--- config.mk ---
export PLATFORM = sky130hd
export DESIGN_NAME = result_writeback
export DESIGN_NICKNAME = d
export VERILOG_FILES = /design/src/rtl/result_writeback.sv
export SDC_FILE = /design/constraint.sdc
export NUM_CORES = 1
export LEC_CHECK = 0
export CAP_MARGIN = 15
export CORE_ASPECT_RATIO = 0.7
export CORE_MARGIN = 2
export CORE_UTILIZATION = 30
export CTS_BUF_LIST = sky130_fd_sc_hd__clkbuf_2 sky130_fd_sc_hd__clkbuf_4 sky130_fd_sc_hd__clkbuf_8
export CTS_CLUSTER_SIZE = 12
export DETAILED_ROUTE_END_ITERATION = 16
export SYNTH_ARGS = -nofsm -noshare
export SYNTH_HDL_FRONTEND = slang
export SYNTH_SLANG_ARGS = --single-unit
--- constraint.sdc ---
create_clock -name clk_i -period 3.74 [get_ports clk_i]
set_input_delay 0.561 -clock clk_i [delete_from_list [all_inputs] [get_ports clk_i]]
set_output_delay 0.561 -clock clk_i [all_outputs]
set_load 0.01 [all_outputs]
--- src/rtl/result_writeback.sv ---
// Result writeback buffer: queues (address, result) pairs from the operation stage
// and drains them into the result memory while tracking commits for checker alignment.
module result_writeback #(
   parameter int MEM_WIDTH  = 32,
   parameter int MEM_DEPTH  = 8,
   parameter int FIFO_DEPTH = 4
) (
   input  logic                         clk_i,
   input  logic                         rst_i,
   input  logic                         result_valid_i,
   output logic                         result_ready_o,
   input  logic [MEM_WIDTH-1:0]         result_i,
   input  logic [$clog2(MEM_DEPTH)-1:0] result_addr_i,
   output logic                         mem_we_o,
   input  logic                         mem_ready_i,
   output logic [$clog2(MEM_DEPTH)-1:0] mem_addr_o,
   output logic [MEM_WIDTH-1:0]         mem_data_o,
   output logic [$clog2(MEM_DEPTH):0]   commit_count_o,
   output logic [$clog2(MEM_DEPTH)-1:0] last_commit_addr_o,
   output logic [MEM_WIDTH-1:0]         last_commit_data_o,
   output logic                         overwrite_o,
   output logic                         done_o
);

   localparam int AW = $clog2(MEM_DEPTH);
   localparam int CW = AW + 1;
   localparam int PW = $clog2(FIFO_DEPTH);
   localparam int SW = ((CW > PW + 1) ? CW : PW + 1) + 1;
   localparam logic [PW:0]   FULL_CNT = FIFO_DEPTH[PW:0];
   localparam logic [CW-1:0] CNT_MAX  = MEM_DEPTH[CW-1:0];
   localparam logic [SW-1:0] SUM_MAX  = MEM_DEPTH[SW-1:0];

   typedef enum logic [1:0] {ACTIVE, DRAIN, DONE} state_t;
   state_t state, state_next;

   logic [AW-1:0]        fifo_addr [FIFO_DEPTH];
   logic [MEM_WIDTH-1:0] fifo_data [FIFO_DEPTH];
   logic [PW-1:0]        wr_ptr, rd_ptr;
   logic [PW:0]          count, count_next;
   logic [CW-1:0]        commit_next;
   logic [SW-1:0]        total_next;
   logic [MEM_DEPTH-1:0] written;
   logic                 full, empty, push, pop;

   assign full  = (count == FULL_CNT);
   assign empty = (count == '0);

   // Handshake outputs depend only on registered state and reset, never on mem_ready_i.
   assign result_ready_o = !rst_i && (state == ACTIVE) && !full;
   assign mem_we_o       = !rst_i && (state != DONE) && !empty;
   assign push           = result_valid_i && result_ready_o;
   assign pop            = mem_we_o && mem_ready_i;
   assign mem_addr_o     = fifo_addr[rd_ptr];
   assign mem_data_o     = fifo_data[rd_ptr];

   always_comb begin
      count_next = count;
      case ({push, pop})
         2'b10:   count_next = count + 1'b1;
         2'b01:   count_next = count - 1'b1;
         default: count_next = count;
      endcase
      commit_next = commit_count_o + {{(CW-1){1'b0}}, pop};
      total_next  = SW'(commit_next) + SW'(count_next);
   end

   // Stop accepting once everything needed to complete the run is already in flight.
   always_comb begin
      state_next = state;
      case (state)
         ACTIVE:  if (push && (total_next >= SUM_MAX)) state_next = DRAIN;
         DRAIN:   if (pop && (commit_next == CNT_MAX)) state_next = DONE;
         default: state_next = state;
      endcase
   end

   always_ff @(posedge clk_i) begin
      if (push) begin
         fifo_addr[wr_ptr] <= result_addr_i;
         fifo_data[wr_ptr] <= result_i;
      end
   end

   always_ff @(posedge clk_i) begin
      if (rst_i) begin
         state              <= ACTIVE;
         wr_ptr             <= '0;
         rd_ptr             <= '0;
         count              <= '0;
         commit_count_o     <= '0;
         last_commit_addr_o <= '0;
         last_commit_data_o <= '0;
         overwrite_o        <= 1'b0;
         done_o             <= 1'b0;
         written            <= '0;
      end else begin
         state          <= state_next;
         count          <= count_next;
         commit_count_o <= commit_next;
         if (push) wr_ptr <= wr_ptr + 1'b1;
         if (pop) begin
            rd_ptr                  <= rd_ptr + 1'b1;
            last_commit_addr_o      <= mem_addr_o;
            last_commit_data_o      <= mem_data_o;
            written[mem_addr_o]     <= 1'b1;
            if (written[mem_addr_o]) overwrite_o <= 1'b1;
         end
         if ((state == DRAIN) && (state_next == DONE)) done_o <= 1'b1;
      end
   end

endmodule

# == Word-level counts from Yosys, hierarchy flattened ==
# Memory sizes are Yosys's and may differ from the RTL's. A register that Yosys moved wholly into a read port is not among the register bits.
# Index checks and enable logic that the tools add are counted.
# op_classes
add_sub_neg,6
n_lt_le_gt_ge,3
n_eq_ne,7
mux,14
bitwise_logic,1
n_reduce_logical,16
# ops
op,n
2-to-1 mux 2 bit,6
logical AND 1 bit,10
bitwise OR 8 bit,1
one-hot mux 3 bit (2 select lines),1
adder 4 x 3 -> 5 bit,1
">= comparator 5 x 4 -> 1 bit, second input constant",1
"adder 2 x 1 -> 2 bit, second input constant",2
adder 4 x 1 -> 4 bit,1
"equality test 2 x 1 -> 1 bit, second input constant",2
"equality test 2 bit, second input constant",2
"equality test 4 bit, second input constant",1
"less-than comparator 3 x 4 -> 1 bit, second input constant",1
2-to-1 mux 1 bit,4
one-hot mux 2 bit (2 select lines),1
"adder 3 x 1 -> 3 bit, second input constant",1
binary-select mux 1 bit (select 3 bit),1
demux 1 bit (select 3 bit),1
"equality test 3 bit, second input constant",1
">= comparator 3 x 1 -> 1 bit, second input constant",1
logical NOT 1 bit,3
logical NOT 3 bit,1
"subtractor 3 x 1 -> 3 bit, second input constant",1
logical NOT 2 bit,1
"inequality test 2 bit, second input constant",1
AND reduction 2 bit,1
# totals
ff_bits,58
ram_bits,140
in_bits,39
out_inout_bits,78
word_cells,59
mem_count,2
# memory_table
name,depth,word_bits,rd,rd_clocked_by_memory_dff,wr,line_no,source
fifo_data,4,32,1,1,1,37,logic [MEM_WIDTH-1:0] fifo_data [FIFO_DEPTH];
fifo_addr,4,3,1,1,1,36,logic [AW-1:0] fifo_addr [FIFO_DEPTH];

# == Longest topological paths before layout ==
# logic_depth
depth_word,13
ltp_mapped,15
mapped_depth_nobuf,14

# == Worst setup path after synthesis ==
# Ideal clock, no wire load.
# synth_path
path_type,register to register
start,register count[0]
end,register state[0]
setup_time_ps,70
arrival_time_ps,3283
path_slack_ps,387
stages_incl_launch_ff,15
synth_period_minus_slack_ps,3353
cell_sequence,dfxtp_1 > nor2_1 > a2111oi_2 > and2_0 > inv_1 > ha_1 > fa_1 > mux2i_1 > inv_1 > ha_1 > a21o_1 > and3_1 > mux2i_1 > o21ai_0 > a21oi_1
# synth_between
elab_chain_len,11
# synth_rtl
element,line_no,source
from (decl),39,"logic [PW:0] count, count_next;"
from (signal assigned),98,count <= count_next;
equality test 3 bit *,45,assign full = (count == FULL_CNT);
logical NOT 1 bit *,49,assign result_ready_o = !rst_i && (state == ACTIVE) && !full;
logical AND 1 bit *,49,
via result_ready_o,11,"output logic result_ready_o,"
logical AND 1 bit *,51,assign push = result_valid_i && result_ready_o;
equality test 2 x 1 -> 1 bit or equality test 2 bit (tied branches),58,"case ({push, pop})"
one-hot mux 3 bit (2 select lines) *,58,
via count_next[1],39,
adder 4 x 3 -> 5 bit *,64,total_next = SW'(commit_next) + SW'(count_next);
>= comparator 5 x 4 -> 1 bit *,71,ACTIVE: if (push && (total_next >= SUM_MAX)) state_next = DRAIN;
logical AND 1 bit *,71,
2-to-1 mux 2 bit *,71,
one-hot mux 2 bit (2 select lines) *,70,case (state)
to (signal assigned),97,state <= state_next;
to (decl),34,"state_t state, state_next;"
# The timed path passes the listed nets; every way through them passes the cells marked *.
# A chain may end at the register's enable or synchronous reset.

# == Worst setup path in the final report ==
# layout_path
start,register count[0]
end,register state[0]
# layout_between
elab_chain_len,11
# layout_rtl
element,line_no
equality test 3 bit or logical NOT 3 bit (tied branches),"45, 46"
logical NOT 1 bit (on tied branches),"49, 50"
logical AND 1 bit (on tied branches),"49, 50"
logical AND 1 bit (on tied branches),"51, 52"
equality test 2 x 1 -> 1 bit or equality test 2 bit (tied branches),58
one-hot mux 3 bit (2 select lines) *,58
via count_next[1],39
adder 4 x 3 -> 5 bit *,64
>= comparator 5 x 4 -> 1 bit *,71
logical AND 1 bit *,71
2-to-1 mux 2 bit *,71
one-hot mux 2 bit (2 select lines) *,70
# Marked as above.

==> results.cfg <==
[synthesis]
syn_area_sq_mm = 0.007433
synth_seq_cells = 200
synth_nets = 516
synth-edff-count = 140
syn_area_per_cell_sq_um = 15.99
ys_async_sr_fraction_pct = 0
syn_inst = 465
ys_types = 35
ys_seq_area_share_pct = 72.72
ys_warn_count = 0
synthFlopType = edfxtp_1

[cells_and_area]
fin_util_pct = 38.34
drive_gt1_share_pct = 14.21
fill_cells = 2297
num-nets-final = 636
syn2layout_area_growth_pct = 26.38
insertedDiodeCount = 0

[clock_network]
cts-htree-levels = 4
clockBufferDepth = 2
clk_pin_slew_ns = 0.09
numCtsBuffers = 17
insertion_delay_ns = 0.48
clock_sinks = 200
cts_tree = yes
root_buffer = clkbuf_8
cts_setup_buffers = 0
cts_resized = 0
cts_hold_buf = 0

[grt]
gr-total-overflow = 0
grt_usage_pct = 12.84
antenna_found_initial = 0
grt_pass1_wl_mm = 24.50
grt_pass1_vias = 4260
grt_max_degree = 40

[critical_path]
setup.worst_path.class = reg -> reg
crit_path_end_kind = flip-flop
rr_startpoint = count[0]$_SDFF_PP0_
startpoint_type = flip-flop
startpoint = count[0]$_SDFF_PP0_
worstPathArrival_ns = 3.71
cp.required_ns = 4.14
critPathMaxFanout = 4

[timing]
rsz0062_at_grt = false
slew_headroom_pct = 27.45
setup_tns_ns = 0
clock_skew_ns = 0.01884
post-route-period-util_pct = 88.51
hold_ws_ns = 0.4591
fmax_ghz = 0.3021
finalCriticalPeriod_ns = 3.310
setup_viol = 0
finalHoldViolCount = 0
finalMaxSlewViolations = 0
tightestPinTransition_ns = 1.088

[route]
wl_per_cell_um = 17.30
routed_wirelength_mm = 15.97
dr.first_iter.drc_count = 163
ant_nets = 0
met2WireLength_mm = 7.352
drc = 0
via_count = 4184
wl_met3_um = 840
top_layer_used = met4
dr.pass1.iters = 4
vias_per_cell = 4.533
wl_met1_mm = 7.585

[job]
maxCapViolCount = 0

[floorplan]
core_sq_mm = 0.02450
rows = 48
die_x_um = 192.1
die_area_sq_mm = 0.02607
initial_core_util_pct = 30.34
ios = 117
die_h_um = 135.7

[power]
p_leak_nw = 3.084
peakVddDrop_v = 0.0002927
power_density_mw_per_mm2 = 471.8

[placed_design]
gp_congestion = 0.7888
dp_hpwl_mm = 10.06
port-buffer-count = 116

[worst_hold_path]
min-delay-start = last_commit_data_o[2]$_SDFFE_PP0P_
hold_class = reg -> reg

[run_status]
status = completed
-- worst paths after layout --
| path | end | slack (ns) | depth (start not counted) |
|---|---|---|---|
| max reg2reg | state[0]$_SDFF_PP0_ | 0.43 | 14 |
| min | last_commit_data_o[2]$_SDFFE_PP0P_ | 0.46 | 2 |
| min reg2reg | last_commit_data_o[2]$_SDFFE_PP0P_ | 0.46 | 2 |
| max | state[0]$_SDFF_PP0_ | 0.43 | 14 |
-- through the flow --
step           total power [mW]  setup WS (ns)  area (sq um)  std cells
3_3_place_gp              2.992         0.4029          8969        891
4_1_cts                   4.501         0.3962          9394        923
3_5_place_dp              3.006         0.2650          8969        891
5_1_grt                   4.622         0.2078          9394        923
6_report                  4.433         0.4298          9394        923
2_1_floorplan             2.755         0.3868          7433        465
-- synthesized netlist by cell type, types with 2 or more instances --
library cell,n,share of area [%]
inv_1,10,0.51
mux4_2,35,11
buf_6,2,0.30
and2_1,5,0.42
xnor2_1,4,0.47
edfxtp_1,140,57
and3_1,6,0.51
dfxtp_1,60,16
nand2_1,71,3.6
nor2_1,25,1.3
clkbuf_1,12,0.61
fa_1,2,0.54
or3_1,2,0.17
buf_1,4,0.20
a31oi_1,3,0.25
mux2i_1,6,0.81
ha_1,10,1.7
xor2_1,4,0.47
buf_2,5,0.34
a21oi_1,44,3.0
-- flip-flops by register name, indices dropped and copies added (netlist names), named ones only --
name	count
fifo_addr	12
wr_ptr	2
commit_count_o	4
state	2
last_commit_addr_o	3
last_commit_data_o	32
overwrite_o	1
done_o	1
rd_ptr	2
fifo_data	128
written	8
count	3
-- routing by layer --
layer / vias to the layer above / track usage (%)
met5: - / 0
met1: 2117 / 17.04
met3: 16 / 3.859
met4: 0 / 4.198
li1: 1960 / -
met2: 91 / 20.18
-- cell type report --
class / instances / area, sq um / area share [%]
multi-input combinational: 231 / 1881 / 20.02
tap: 325 / 406.6 / 4.329
clock buffer: 20 / 254.0 / 2.704
inverter: 10 / 37.54 / 0.3996
sequential: 200 / 5408 / 57.57
timing repair buffer: 125 / 1236 / 13.16
clock inverter: 12 / 171.4 / 1.825
-- critical path, cell delays in order (launching register included) --
cell and delay (ns):
dfxtp_1 0.43, nor2_1 0.08, a2111oi_2 0.40, and2_0 0.20, inv_1 0.05, ha_1 0.23, fa_1 0.43, mux2i_1 0.27
inv_1 0.09, ha_1 0.28, a21o_1 0.17, and3_1 0.19, mux2i_1 0.15, o21ai_0 0.12, a21oi_1 0.15
-- report_power, final --
| group | total (mW) | switching [mW] | internal [mW] | leakage, nW |
|---|---|---|---|---|
| combinational | 0.479 | 0.234 | 0.245 | 1.10 |
| clock | 1.49 | 0.739 | 0.747 | 0.228 |
| sequential | 2.47 | 0.0340 | 2.43 | 1.76 |
-- layout by cell type (no fill, tap or decap), types with 5 or more instances in the layout --
| cell | n |
|---|---|
| nor2_1 | 25 |
| edfxtp_1 | 140 |
| inv_1 | 10 |
| clkbuf_8 | 17 |
| buf_4 | 8 |
| a21oi_1 | 44 |
| and2_1 | 5 |
| clkdlybuf4s50_1 | 115 |
| nand2_1 | 71 |
| mux4_2 | 35 |
| dfxtp_1 | 58 |
| mux2i_1 | 6 |
| ha_1 | 10 |
-- kinds of logic after synthesis --
group	share of synthesized area (%)
flops	72.71
buf+inv	2.053
fa+ha+maj	2.222
xor+xnor	0.9425
compound gates	3.939
mux	11.61
simple gates	6.514
No activity file was read; power rests on OpenSTA's default activity.
